### src/rtl/ifu_fetch.sv
// Instruction-fetch stage: holds the PC, fetches one 32-bit instruction per retired
// instruction over an AXI-lite read channel and announces it with a one-cycle pulse.
module ifu_fetch #(
    parameter int unsigned           ADDR_WIDTH = 64,
    parameter logic [ADDR_WIDTH-1:0] RESET_PC   = ADDR_WIDTH'(64'h0000_0000_8000_0000)
) (
    input  logic                  clk,
    input  logic                  rst,
    input  logic [ADDR_WIDTH-1:0] pc_next,
    input  logic                  pc_update,
    output logic [ADDR_WIDTH-1:0] pc,
    output logic [31:0]           inst,
    output logic                  inst_valid,
    output logic                  fetch_err,
    output logic                  busy,
    output logic [31:0]           araddr,
    output logic                  arvalid,
    input  logic                  arready,
    input  logic [63:0]           rdata,
    input  logic [1:0]            rresp,
    input  logic                  rvalid,
    output logic                  rready
);

    typedef enum logic [2:0] {
        IF_BOOT,
        IF_AR,
        IF_R,
        IF_DONE,
        IF_WAIT
    } state_t;

    state_t                r_state;
    logic [ADDR_WIDTH-1:0] r_pc;
    logic [31:0]           r_inst;
    logic                  r_fetch_err;
    logic                  r_inst_valid;
    logic                  r_arvalid;
    logic                  r_rready;
    logic                  r_busy;

    logic                  w_pc_aligned;
    logic                  w_next_aligned;
    logic [31:0]           w_word;

    assign w_pc_aligned   = (r_pc[1:0] == 2'b00);
    assign w_next_aligned = (pc_next[1:0] == 2'b00);
    // 64-bit beat carries two instructions; pc[2] picks the half.
    assign w_word         = r_pc[2] ? rdata[63:32] : rdata[31:0];

    // Handshake outputs are set together with the state they belong to, so they are
    // pure functions of registered state and never combinational from AXI inputs.
    always_ff @(posedge clk) begin
        if (rst) begin
            r_state      <= IF_BOOT;
            r_pc         <= RESET_PC;
            r_inst       <= 32'h0;
            r_fetch_err  <= 1'b0;
            r_inst_valid <= 1'b0;
            r_arvalid    <= 1'b0;
            r_rready     <= 1'b0;
            r_busy       <= 1'b1;
        end else begin
            r_inst_valid <= 1'b0;
            unique case (r_state)
                IF_BOOT: begin
                    r_state   <= IF_AR;
                    r_arvalid <= w_pc_aligned;
                end
                IF_AR: begin
                    if (!w_pc_aligned) begin
                        r_inst       <= 32'h0;
                        r_fetch_err  <= 1'b1;
                        r_inst_valid <= 1'b1;
                        r_arvalid    <= 1'b0;
                        r_state      <= IF_DONE;
                    end else if (r_arvalid && arready) begin
                        r_arvalid <= 1'b0;
                        r_rready  <= 1'b1;
                        r_state   <= IF_R;
                    end
                end
                IF_R: begin
                    if (rvalid) begin
                        r_inst       <= w_word;
                        r_fetch_err  <= (rresp != 2'b00);
                        r_inst_valid <= 1'b1;
                        r_rready     <= 1'b0;
                        r_state      <= IF_DONE;
                    end
                end
                IF_DONE: begin
                    r_busy  <= 1'b0;
                    r_state <= IF_WAIT;
                end
                IF_WAIT: begin
                    if (pc_update) begin
                        r_pc      <= pc_next;
                        r_arvalid <= w_next_aligned;
                        r_busy    <= 1'b1;
                        r_state   <= IF_AR;
                    end
                end
                default: begin
                    r_arvalid <= 1'b0;
                    r_rready  <= 1'b0;
                    r_busy    <= 1'b1;
                    r_state   <= IF_BOOT;
                end
            endcase
        end
    end

    assign pc         = r_pc;
    assign inst       = r_inst;
    assign inst_valid = r_inst_valid;
    assign fetch_err  = r_fetch_err;
    assign busy       = r_busy;
    assign araddr     = r_pc[31:0];
    assign arvalid    = r_arvalid;
    assign rready     = r_rready;

endmodule

### config.mk
export PLATFORM = sky130hd
export DESIGN_NAME = ifu_fetch
export DESIGN_NICKNAME = d
export VERILOG_FILES = /design/src/rtl/ifu_fetch.sv
export SDC_FILE = /design/constraint.sdc
export NUM_CORES = 1
export LEC_CHECK = 0
export CAP_MARGIN = 10
export CORE_ASPECT_RATIO = 0.8
export CORE_MARGIN = 1.5
export CORE_UTILIZATION = 37
export CTS_BUF_LIST = sky130_fd_sc_hd__clkbuf_8 sky130_fd_sc_hd__clkbuf_16
export CTS_CLUSTER_DIAMETER = 40
export DETAILED_ROUTE_END_ITERATION = 6
export GPL_ROUTABILITY_DRIVEN = 0
export GPL_TIMING_DRIVEN = 0
export HOLD_SLACK_MARGIN = 0.12
export PLACE_DENSITY = 0.91
export SKIP_LAST_GASP = 1
export SYNTH_ARGS = -nofsm -noshare
export SYNTH_HDL_FRONTEND = slang
export SYNTH_SLANG_ARGS = --single-unit
### constraint.sdc
create_clock -name clk -period 1.8 [get_ports clk]
set_input_delay 0.36 -clock clk [delete_from_list [all_inputs] [get_ports clk]]
set_output_delay 0.36 -clock clk [all_outputs]
set_load 0.005 [all_outputs]
# Word-level counts from Yosys, hierarchy flattened
# Index checks and enable logic that the tools add are counted.
# op_classes
addsub,0
n_div,0
muxes,25
multipliers,0
n_bitwise,3
n_reduce_logical,15
eq_ne,10
shifts,0
magnitude_cmp,0
# op_table
op,count
32-bit 2-to-1 mux,3
32-bit one-hot mux with 2 select lines,1
3-bit one-hot mux with 5 select lines,1
3-bit 2-to-1 mux,4
1-bit 2-to-1 mux,11
"2-bit != test, second input constant",5
3-bit AND reduction,3
"3-bit by 2-bit == test with 1-bit output, second input constant",2
1-bit one-hot mux with 3 select lines,2
3-bit OR reduction,2
2-bit zero test,2
1-bit one-hot mux with 2 select lines,2
1-bit one-hot mux with 4 select lines,1
2-bit AND reduction,2
4-bit AND reduction,1
2-bit nonzero test,2
"3-bit by 1-bit == test with 1-bit output, second input constant",1
"3-bit == test, second input constant",1
3-bit zero test,1
"3-bit != test, second input constant",1
1-bit NOT,3
2-bit OR reduction,1
1-bit logical AND,1
# word_totals
in_bits,135
word_cells,61
latch_bits,0
mem_bits_ro,0
ram_bits,0
n_memories,0
register_bits,104

# Logic depth before layout (Yosys ltp)
# Gate-level depths: netlist (run 1).
# depth
word_depth,4
mapped_depth,7
ltp_nobuf,4

# Worst setup path after synthesis (run 1)
# No wires, ideal clock.
# synth_timing
kind,register to register
startpoint,reg r_pc[0] (netlist: pc[0])
endpoint,reg r_inst[1] (netlist: inst[1])
path_buffers,1
path_stages_with_launch,6
required_ps,1733
arrival_time_ps,1252
setup_time_ps,67
period_less_slack_ps,1319
path_slack_ps,481
cell_sequence,dfxtp_1 or2_2 a211oi_4 buf_6 nand2_1 o21ai_2
# synth_between
elab_chain_len,3
# synth_lines
item,line,text
start: declaration,34,logic [ADDR_WIDTH-1:0] r_pc;
start signal: assignment,98,r_pc <= pc_next;
2-bit zero test,46,assign w_pc_aligned = (r_pc[1:0] == 2'b00);
2-bit != test (no source line),n/a,
3-bit AND reduction (no source line),n/a,
end signal: assignment,85,r_inst <= w_word;
end: declaration,35,logic [31:0] r_inst;
# No other way between the ends.
# A chain may end at the register's enable or synchronous reset.

# Worst setup path after layout (run 1)
# layout_timing
startpoint,reg r_pc[1] (netlist: pc[1])
endpoint,out pc[1]
# layout_lines
item,line,text
end: declaration,11,"output logic [ADDR_WIDTH-1:0] pc,"
# No word-level cell between the ends.

==> impl_metrics.py, run 1 <==
metrics = {
    "die": {
        "horizontal_die_dimension_um": 123,
        "floorplan.initialDensity_pct": 38.7,
        "floorplan.rows": 34,
        "die_height_um": 99.3,
        "num_io_pins": 268,
        "dieArea_um2": 12200,
        "core_um2": 11100,
    },
    "synth": {
        "ys_ff_latch": 104,
        "gate_count_after_technology_mapping": 506,
        "postSynth.topFlopCell": "sky130_fd_sc_hd__dfxtp_1",
        "synth-edff-count": 0,
        "seq_area_frac_synth_pct": 48.6,
        "post_synth_instance_area_um2": 4290,
        "yosys_warnings": 0,
        "synthesis.nets": 641,
        "synth.distinct_cells": 32,
        "synth_area_per_cell_um2": 8.47,
        "async_flop_share_pct": 0,
    },
    "grt": {
        "number_of_global_route_vias_before_repair": 4192,
        "initial_antenna_violation_count": 0,
        "gr-total-overflow": 0,
        "grt_pass1_wl_um": 21000,
        "grt_usage_pct": 22.0,
        "pin_count_of_the_biggest_net_entering_global_routing": 17,
    },
    "critical_path": {
        "crit_path_max_fanout": 6,
        "crit_arrival_ns": 1.34,
        "start_kind": "flip-flop",
        "worst_ep_required_time_ns": 1.44,
        "worst-setup-path-type": "flip-flop to output pin",
        "crit_path_end_kind": "output pin",
    },
    "layout": {
        "layout-drive-gt1-share_pct": 10.5,
        "design.final.nets": 919,
        "final_cell_mix": "267 x sky130_fd_sc_hd__clkdlybuf4s50_1, 163 x sky130_fd_sc_hd__nand2_1, 102 x sky130_fd_sc_hd__dfxtp_1",
        "layout_commonest_cell": "sky130_fd_sc_hd__clkdlybuf4s50_1",
        "core_occupancy_in_the_finished_layout_pct": 67.1,
        "antenna_cells": 0,
        "area_growth_pct": 73.2,
        "final_area_um2": 7420,
    },
    "clocking": {
        "clock-root-buffer": "sky130_fd_sc_hd__clkbuf_16",
        "clock-sinks": 104,
        "tritoncts_clock_tree": "done",
        "cts-root-to-sink-buffers": 2,
        "clk_latency_ns": 0.34,
        "cts.clk_slew.worst_paths_ns": 0.07,
        "tritoncts.num_buffers": 9,
        "cts.htree.levels": 3,
    },
    "placed_design": {
        "dpl_cell_area_um2": 7140,
        "detailedPlacementHpwl_um": 10600,
        "io_buffers": 267,
    },
    "power_and_ir_drop": {
        "p_seq_share_pct": 50.2,
        "p_clk_share_pct": 38.9,
        "netSwitchingFraction_pct": 21.9,
        "internal_power_mw": 3.63,
        "net-switching-power_mw": 1.01,
        "power-per-cell-area_nw_per_um2": 626,
        "power_leakage_nw": 2.63,
        "max-vdd-ir-drop_mv": 0.514,
        "p_comb_share_pct": 10.9,
    },
    "status": {
        "run_status": "finished clean",
    },
    "detailed_routing": {
        "drcViolationCount": 0,
        "ant_nets": 0,
        "postRouteWirelength_um": 13500,
        "route.detailed.vias_per_inst": 4.68,
        "detailedRoute.firstPassIterationCount": 5,
        "avgRoutedWirePerCell_um": 14.5,
        "drt-initial-drc-count": 163,
        "vias": 4365,
    },
    "timing": {
        "slew_hr_pct": 70.2,
        "period_minus_slack_ns": 1.70,
        "finalHoldViolCount": 0,
        "fmax_mhz": 588,
        "rsz0062_at_grt": "yes",
        "report.final.slew_viol_count": 0,
        "final.period_utilization_pct": 94.5,
        "tightestPinTransition_ns": 0.441,
        "setup_violations": 0,
        "clock-skew-final_ns": 0.00738,
    },
    "run": {
        "max-cap-violations": 0,
    },
    "min_path": {
        "worstHoldPathType": "flip-flop to flip-flop",
    },
}
[metrics by stage]
stage               hold WS (ns)  std cells  power (mW)  setup slack (ns)  setup TNS [ns]
finish                     0.445        932        4.64            0.0995               0
global placement           0.435        917        2.88            -0.389          -17.60
detailed placement         0.441        917        2.89            -0.373          -17.32
CTS                        0.449        932        4.70            0.0644               0
global route               0.467        932        4.83          -0.00436        -0.00436
floorplan                  0.445        506        2.52             0.481               0
[routing by layer]
metal	share of wire (%)	track usage (%)
met1	40	25.5
met2	48	37.6
met3	9.8	8.26
met4	2.1	7.07
met5	0	0
[registers in the layout, indices dropped and copies added (netlist names)]
register    count
fetch_err       1
pc             64
busy            1
arvalid         1
inst_valid      1
inst           32
rready          1
r_state         3
[path summary, 6_finish.rpt]
path,from,to,slack (ns),cells after the start
worst min register to register,inst[2],inst[2],0.45,2
worst max register to register,r_state[2],pc[25],0.16,5
worst max-delay path,pc[1],pc[1],0.1,2
worst min-delay path,inst[2],inst[2],0.45,2
[final cells by class]
class	instances	area (µm²)
clock inverter	5	35.0
clock buffer	10	239
sequential	104	2080
buffer	66	480
multi-input combinational	334	1720
timing repair buffer	267	2670
fill	889	3640
tap	144	180
inverter	2	7.51
[critical path, stage by stage (launching register included)]
cell                              delay (ns)
sky130_fd_sc_hd__dfxtp_2                0.40
sky130_fd_sc_hd__buf_4                  0.13
sky130_fd_sc_hd__clkdlybuf4s50_1        0.48
[cells in the mapped netlist, types with 2 or more instances]
| cell type | count | area [µm²] |
|---|---|---|
| sky130_fd_sc_hd__nand2_1 | 163 | 612 |
| sky130_fd_sc_hd__o21ai_2 | 3 | 26.3 |
| sky130_fd_sc_hd__buf_6 | 12 | 135 |
| sky130_fd_sc_hd__nand2b_1 | 4 | 25.0 |
| sky130_fd_sc_hd__nor2b_1 | 4 | 25.0 |
| sky130_fd_sc_hd__nor2_1 | 6 | 22.5 |
| sky130_fd_sc_hd__o21ai_0 | 4 | 20.0 |
| sky130_fd_sc_hd__buf_4 | 35 | 263 |
| sky130_fd_sc_hd__inv_1 | 2 | 7.51 |
| sky130_fd_sc_hd__mux2i_1 | 33 | 330 |
| sky130_fd_sc_hd__a21oi_1 | 69 | 345 |
| sky130_fd_sc_hd__or2_2 | 2 | 12.5 |
| sky130_fd_sc_hd__dfxtp_1 | 104 | 2080 |
| sky130_fd_sc_hd__buf_2 | 4 | 20.0 |
| sky130_fd_sc_hd__nor3_1 | 4 | 20.0 |
| sky130_fd_sc_hd__clkbuf_1 | 15 | 56.3 |
| sky130_fd_sc_hd__o21ai_1 | 27 | 135 |
[power by group through the flow]
stage | clock (mW) | sequential [mW] | combinational, mW
final | 1.81 | 2.33 | 0.506
after global routing | 1.95 | 2.33 | 0.547
after CTS | 1.86 | 2.33 | 0.508
after detailed placement | 0 | 2.38 | 0.505
after global placement | 0 | 2.38 | 0.496
after floorplan | 0 | 2.38 | 0.135
[timing repair]
| action | in CTS | in global routing |
|---|---|---|
| setup buffers | 0 | 0 |
| hold buffers | 0 | 0 |
| endpoints found under the setup margin | 3 | 24 |
| resized for setup | 3 | 10 |
[cell families (layout without fill, tap and decap cells)]
logic type / count (synthesis) / in the layout / share of synthesized area, %
flip-flops: 104 / 104 / 48.6
AO/OA/AOI/OAI: 108 / 108 / 13.5
buffers and inverters: 68 / 350 / 11.2
multiplexers: 33 / 33 / 7.71
AND/OR/NAND/NOR: 193 / 193 / 18.9
No activity file was read; power rests on OpenSTA's default activity.
==> inputs of run 2 (changes only) <==
--- a/config.mk
+++ b/config.mk
@@ -5,10 +5,11 @@
 export SDC_FILE = /design/constraint.sdc
 export NUM_CORES = 1
 export LEC_CHECK = 0
+export ABC_AREA = 1
 export CAP_MARGIN = 10
 export CORE_ASPECT_RATIO = 0.8
 export CORE_MARGIN = 1.5
-export CORE_UTILIZATION = 37
+export CORE_UTILIZATION = 38
 export CTS_BUF_LIST = sky130_fd_sc_hd__clkbuf_8 sky130_fd_sc_hd__clkbuf_16
 export CTS_CLUSTER_DIAMETER = 40
 export DETAILED_ROUTE_END_ITERATION = 6
==> impl_metrics.py, run 2 <==
metrics = {
    "status": {
        "run_status": "finished with violations",
        "failed_checks": "design-rule violations",
    },
    "layout": {
        "core_occupancy_in_the_finished_layout_pct": 66.7,
        "flip_flop_count_of_the_largest_register_all_copies_and_words_added": 64,
        "final_cell_mix": "266 x sky130_fd_sc_hd__clkdlybuf4s50_1, 209 x sky130_fd_sc_hd__nand2_1, 103 x sky130_fd_sc_hd__dfxtp_1",
        "area_growth_pct": 69.5,
        "multi_input_comb_area_um2": 1810,
        "layout-drive-gt1-share_pct": 9.46,
        "design.final.nets": 1039,
        "post_layout_nonfiller_instances": 1057,
        "antenna_cells": 0,
        "final_area_um2": 7770,
        "final_layout_fill_cell_count": 942,
        "seq_area_um2": 2080,
        "layout_commonest_cell": "sky130_fd_sc_hd__clkdlybuf4s50_1",
    },
    "clocking": {
        "tritoncts_clock_tree": "done",
        "tritoncts.num_buffers": 9,
        "postCtsHoldBufs": 0,
        "cts.repair_timing.setup_buffer_count": 0,
        "clock-root-buffer": "sky130_fd_sc_hd__clkbuf_16",
        "cts.htree.levels": 3,
        "cts.clk_slew.worst_paths_ns": 0.07,
        "clock-sinks": 104,
        "cts_repair_resize_count": 0,
        "cts-root-to-sink-buffers": 2,
        "clk_latency_ns": 0.34,
    },
    "power_and_ir_drop": {
        "p_seq_share_pct": 41.2,
        "net-switching-power_mw": 1.70,
        "internal_power_mw": 4.56,
        "power_leakage_nw": 2.94,
        "total_power_mw": 6.26,
        "power-per-cell-area_nw_per_um2": 805,
        "p_clk_share_pct": 35.0,
        "p_comb_share_pct": 23.8,
        "max-vdd-ir-drop_mv": 0.477,
        "netSwitchingFraction_pct": 27.1,
    },
    "grt": {
        "gr-total-overflow": 0,
        "grt_usage_pct": 23.1,
        "grt_pass1_wl_um": 23200,
        "number_of_global_route_vias_before_repair": 4754,
        "initial_antenna_violation_count": 0,
        "pin_count_of_the_biggest_net_entering_global_routing": 19,
    },
    "detailed_routing": {
        "drt-initial-drc-count": 262,
        "vias": 5064,
        "postRouteWirelength_um": 15300,
        "drcViolationCount": 17,
        "avgRoutedWirePerCell_um": 14.5,
        "route.detailed.vias_per_inst": 4.79,
        "detailedRoute.firstPassIterationCount": 7,
        "ant_nets": 0,
    },
    "critical_path": {
        "setup.reg_to_reg.worst_slack_ns": 0.18,
        "crit_path_end_kind": "output pin",
        "crit_path_top_delay_cell": "sky130_fd_sc_hd__clkdlybuf4s50_1",
        "crit_arrival_ns": 1.39,
        "critical_path.max_stage_delay_ns": 0.49,
        "crit_path_max_fanout": 3,
        "worst_ep_required_time_ns": 1.44,
        "rr_startpoint": "pc[2]",
        "worst_r2r_path_depth": 5,
        "worstPathBufferInverterCount": 2,
        "worst-setup-path-type": "flip-flop to output pin",
        "cp_cell_sequence": "buf_4 -> clkdlybuf4s50_1",
        "critical_path.startpoint": "pc[5]",
        "start_kind": "flip-flop",
        "cp_top_family": "buffers and inverters",
        "r2r-end": "inst[31]",
    },
    "timing": {
        "final.period_utilization_pct": 97.0,
        "fin_worst_hold_slack_ns": 0.461,
        "finalHoldViolCount": 0,
        "clock-skew-final_ns": 0.00690,
        "slew_hr_pct": 50.4,
        "finalWorstSetupSlack_ns": 0.0544,
        "report.final.slew_viol_count": 0,
        "rsz0062_at_grt": "no",
        "tightestPinTransition_ns": 0.744,
        "setup_violations": 0,
        "fmax_mhz": 573,
        "setup_tns_after_final_layout_ns": 0,
        "period_minus_slack_ns": 1.75,
    },
    "synth": {
        "postSynth.topFlopCell": "sky130_fd_sc_hd__dfxtp_1",
        "synth_top_cell_area_share_pct": 45.4,
        "synth-edff-count": 0,
        "largest_family_of_logic_cells_by_synthesized_area": "simple AND/OR/NAND/NOR gates",
        "gate_count_after_technology_mapping": 627,
        "synth_commonest_cells": "209 x sky130_fd_sc_hd__nand2_1, 104 x sky130_fd_sc_hd__dfxtp_1, 99 x sky130_fd_sc_hd__a21oi_1, 40 x sky130_fd_sc_hd__inv_1, 39 x sky130_fd_sc_hd__nand3_1",
        "synthesis.nets": 762,
        "synth_compound_area_share_pct": 14.8,
        "cells_taking_the_most_area_after_synthesis": "sky130_fd_sc_hd__dfxtp_1 45%, sky130_fd_sc_hd__nand2_1 17%, sky130_fd_sc_hd__a21oi_1 11%",
        "synth_area_per_cell_um2": 7.31,
        "synthAdderAreaFrac_pct": 0,
        "synth_largest_area_cell": "sky130_fd_sc_hd__dfxtp_1",
        "yosys_warnings": 0,
        "synth.distinct_cells": 23,
        "seq_area_frac_synth_pct": 45.4,
        "synth_simple_gate_area_share_pct": 24.6,
        "post_synth_instance_area_um2": 4590,
        "async_flop_share_pct": 0,
        "muxShareOfSynthArea_pct": 0,
        "yosys.cell_count.top_type": "sky130_fd_sc_hd__nand2_1",
        "ys_ff_latch": 104,
        "synth_xor_area_share_pct": 0,
    },
    "run": {
        "max-cap-violations": 0,
    },
    "placed_design": {
        "dpl_cell_area_um2": 7430,
        "detailedPlacementHpwl_um": 12100,
        "dpl.cell_count": 1041,
        "dp_slack_ns": -0.00677,
        "io_buffers": 266,
    },
    "die": {
        "floorplan.rows": 35,
        "core_um2": 11600,
        "horizontal_die_dimension_um": 126,
        "die_height_um": 101,
        "num_io_pins": 268,
        "floorplan.initialDensity_pct": 39.4,
        "dieArea_um2": 12700,
    },
    "min_path": {
        "worstHoldEndpoint": "pc[47]",
        "worstHoldPathType": "flip-flop to flip-flop",
        "hold-path-cell-count": 2,
        "worst_hold_startpoint": "pc[47]",
    },
}
[run 2: cell types whose count changed in the layout (fill, tap and decap cells not counted), sizes merged, moves of 6 or more]
cell / previous run / this run
a21oi: 69 / 99
inv: 3 / 47
nor2: 7 / 15
nand3: 2 / 41
nand2: 163 / 211
mux2i: 33 / 0
buf: 53 / 59
[run 2: worst register-to-register path, cell delays in order (launching register included)]
cell and delay, ns:
sky130_fd_sc_hd__dfxtp_2 0.38, sky130_fd_sc_hd__buf_2 0.22, sky130_fd_sc_hd__buf_1 0.48, sky130_fd_sc_hd__o21ai_0 0.23, sky130_fd_sc_hd__nand2_1 0.11, sky130_fd_sc_hd__a21oi_1 0.06
[run 2: layout make-up]
| type | count | share of cell area [%] |
|---|---|---|
| clock buffers | 10 | 3.08 |
| multi-input cells | 406 | 23.2 |
| repair buffers | 266 | 34.3 |
| inverters | 45 | 2.27 |
| well taps | 148 | 2.38 |
| clock inverters | 6 | 1.26 |
| plain buffers | 72 | 6.70 |
| flip-flops and latches | 104 | 26.8 |
[run 2: power by group through the flow]
stage	registers (mW)	logic, mW	clock network, mW
6_report	2.58	1.49	2.19
3_3_place_gp	2.62	1.46	0
4_1_cts	2.58	1.49	2.22
5_1_grt	2.60	1.63	2.31
2_1_floorplan	2.63	0.705	0
3_5_place_dp	2.63	1.49	0
[run 2: cells by family after synthesis]
group                  after synthesis
AO/OA/AOI/OAI                      136
AND/OR/NAND/NOR                    270
flip-flops                         104
buffers and inverters              117
[run 2: worst max path at each step]
stage / end / slack [ns] / cells after the start
2_1_floorplan: inst[10] / 0.57 / 4
6_report: pc[5] / 0.05 / 2
3_5_place_dp: inst[24] / -0.007 / 4
5_1_grt: pc[5] / 0.04 / 2
3_3_place_gp: inst[30] / 0.04 / 4
4_1_cts: pc[2] / 0.0009 / 2
[run 2: routing by layer]
| layer | track usage (%) | wire (µm) |
|---|---|---|
| met1 | 25.4 | 5850 |
| met2 | 43.2 | 7870 |
| met3 | 6.97 | 1350 |
| met4 | 7.34 | 268 |
| met5 | 0 | 0 |
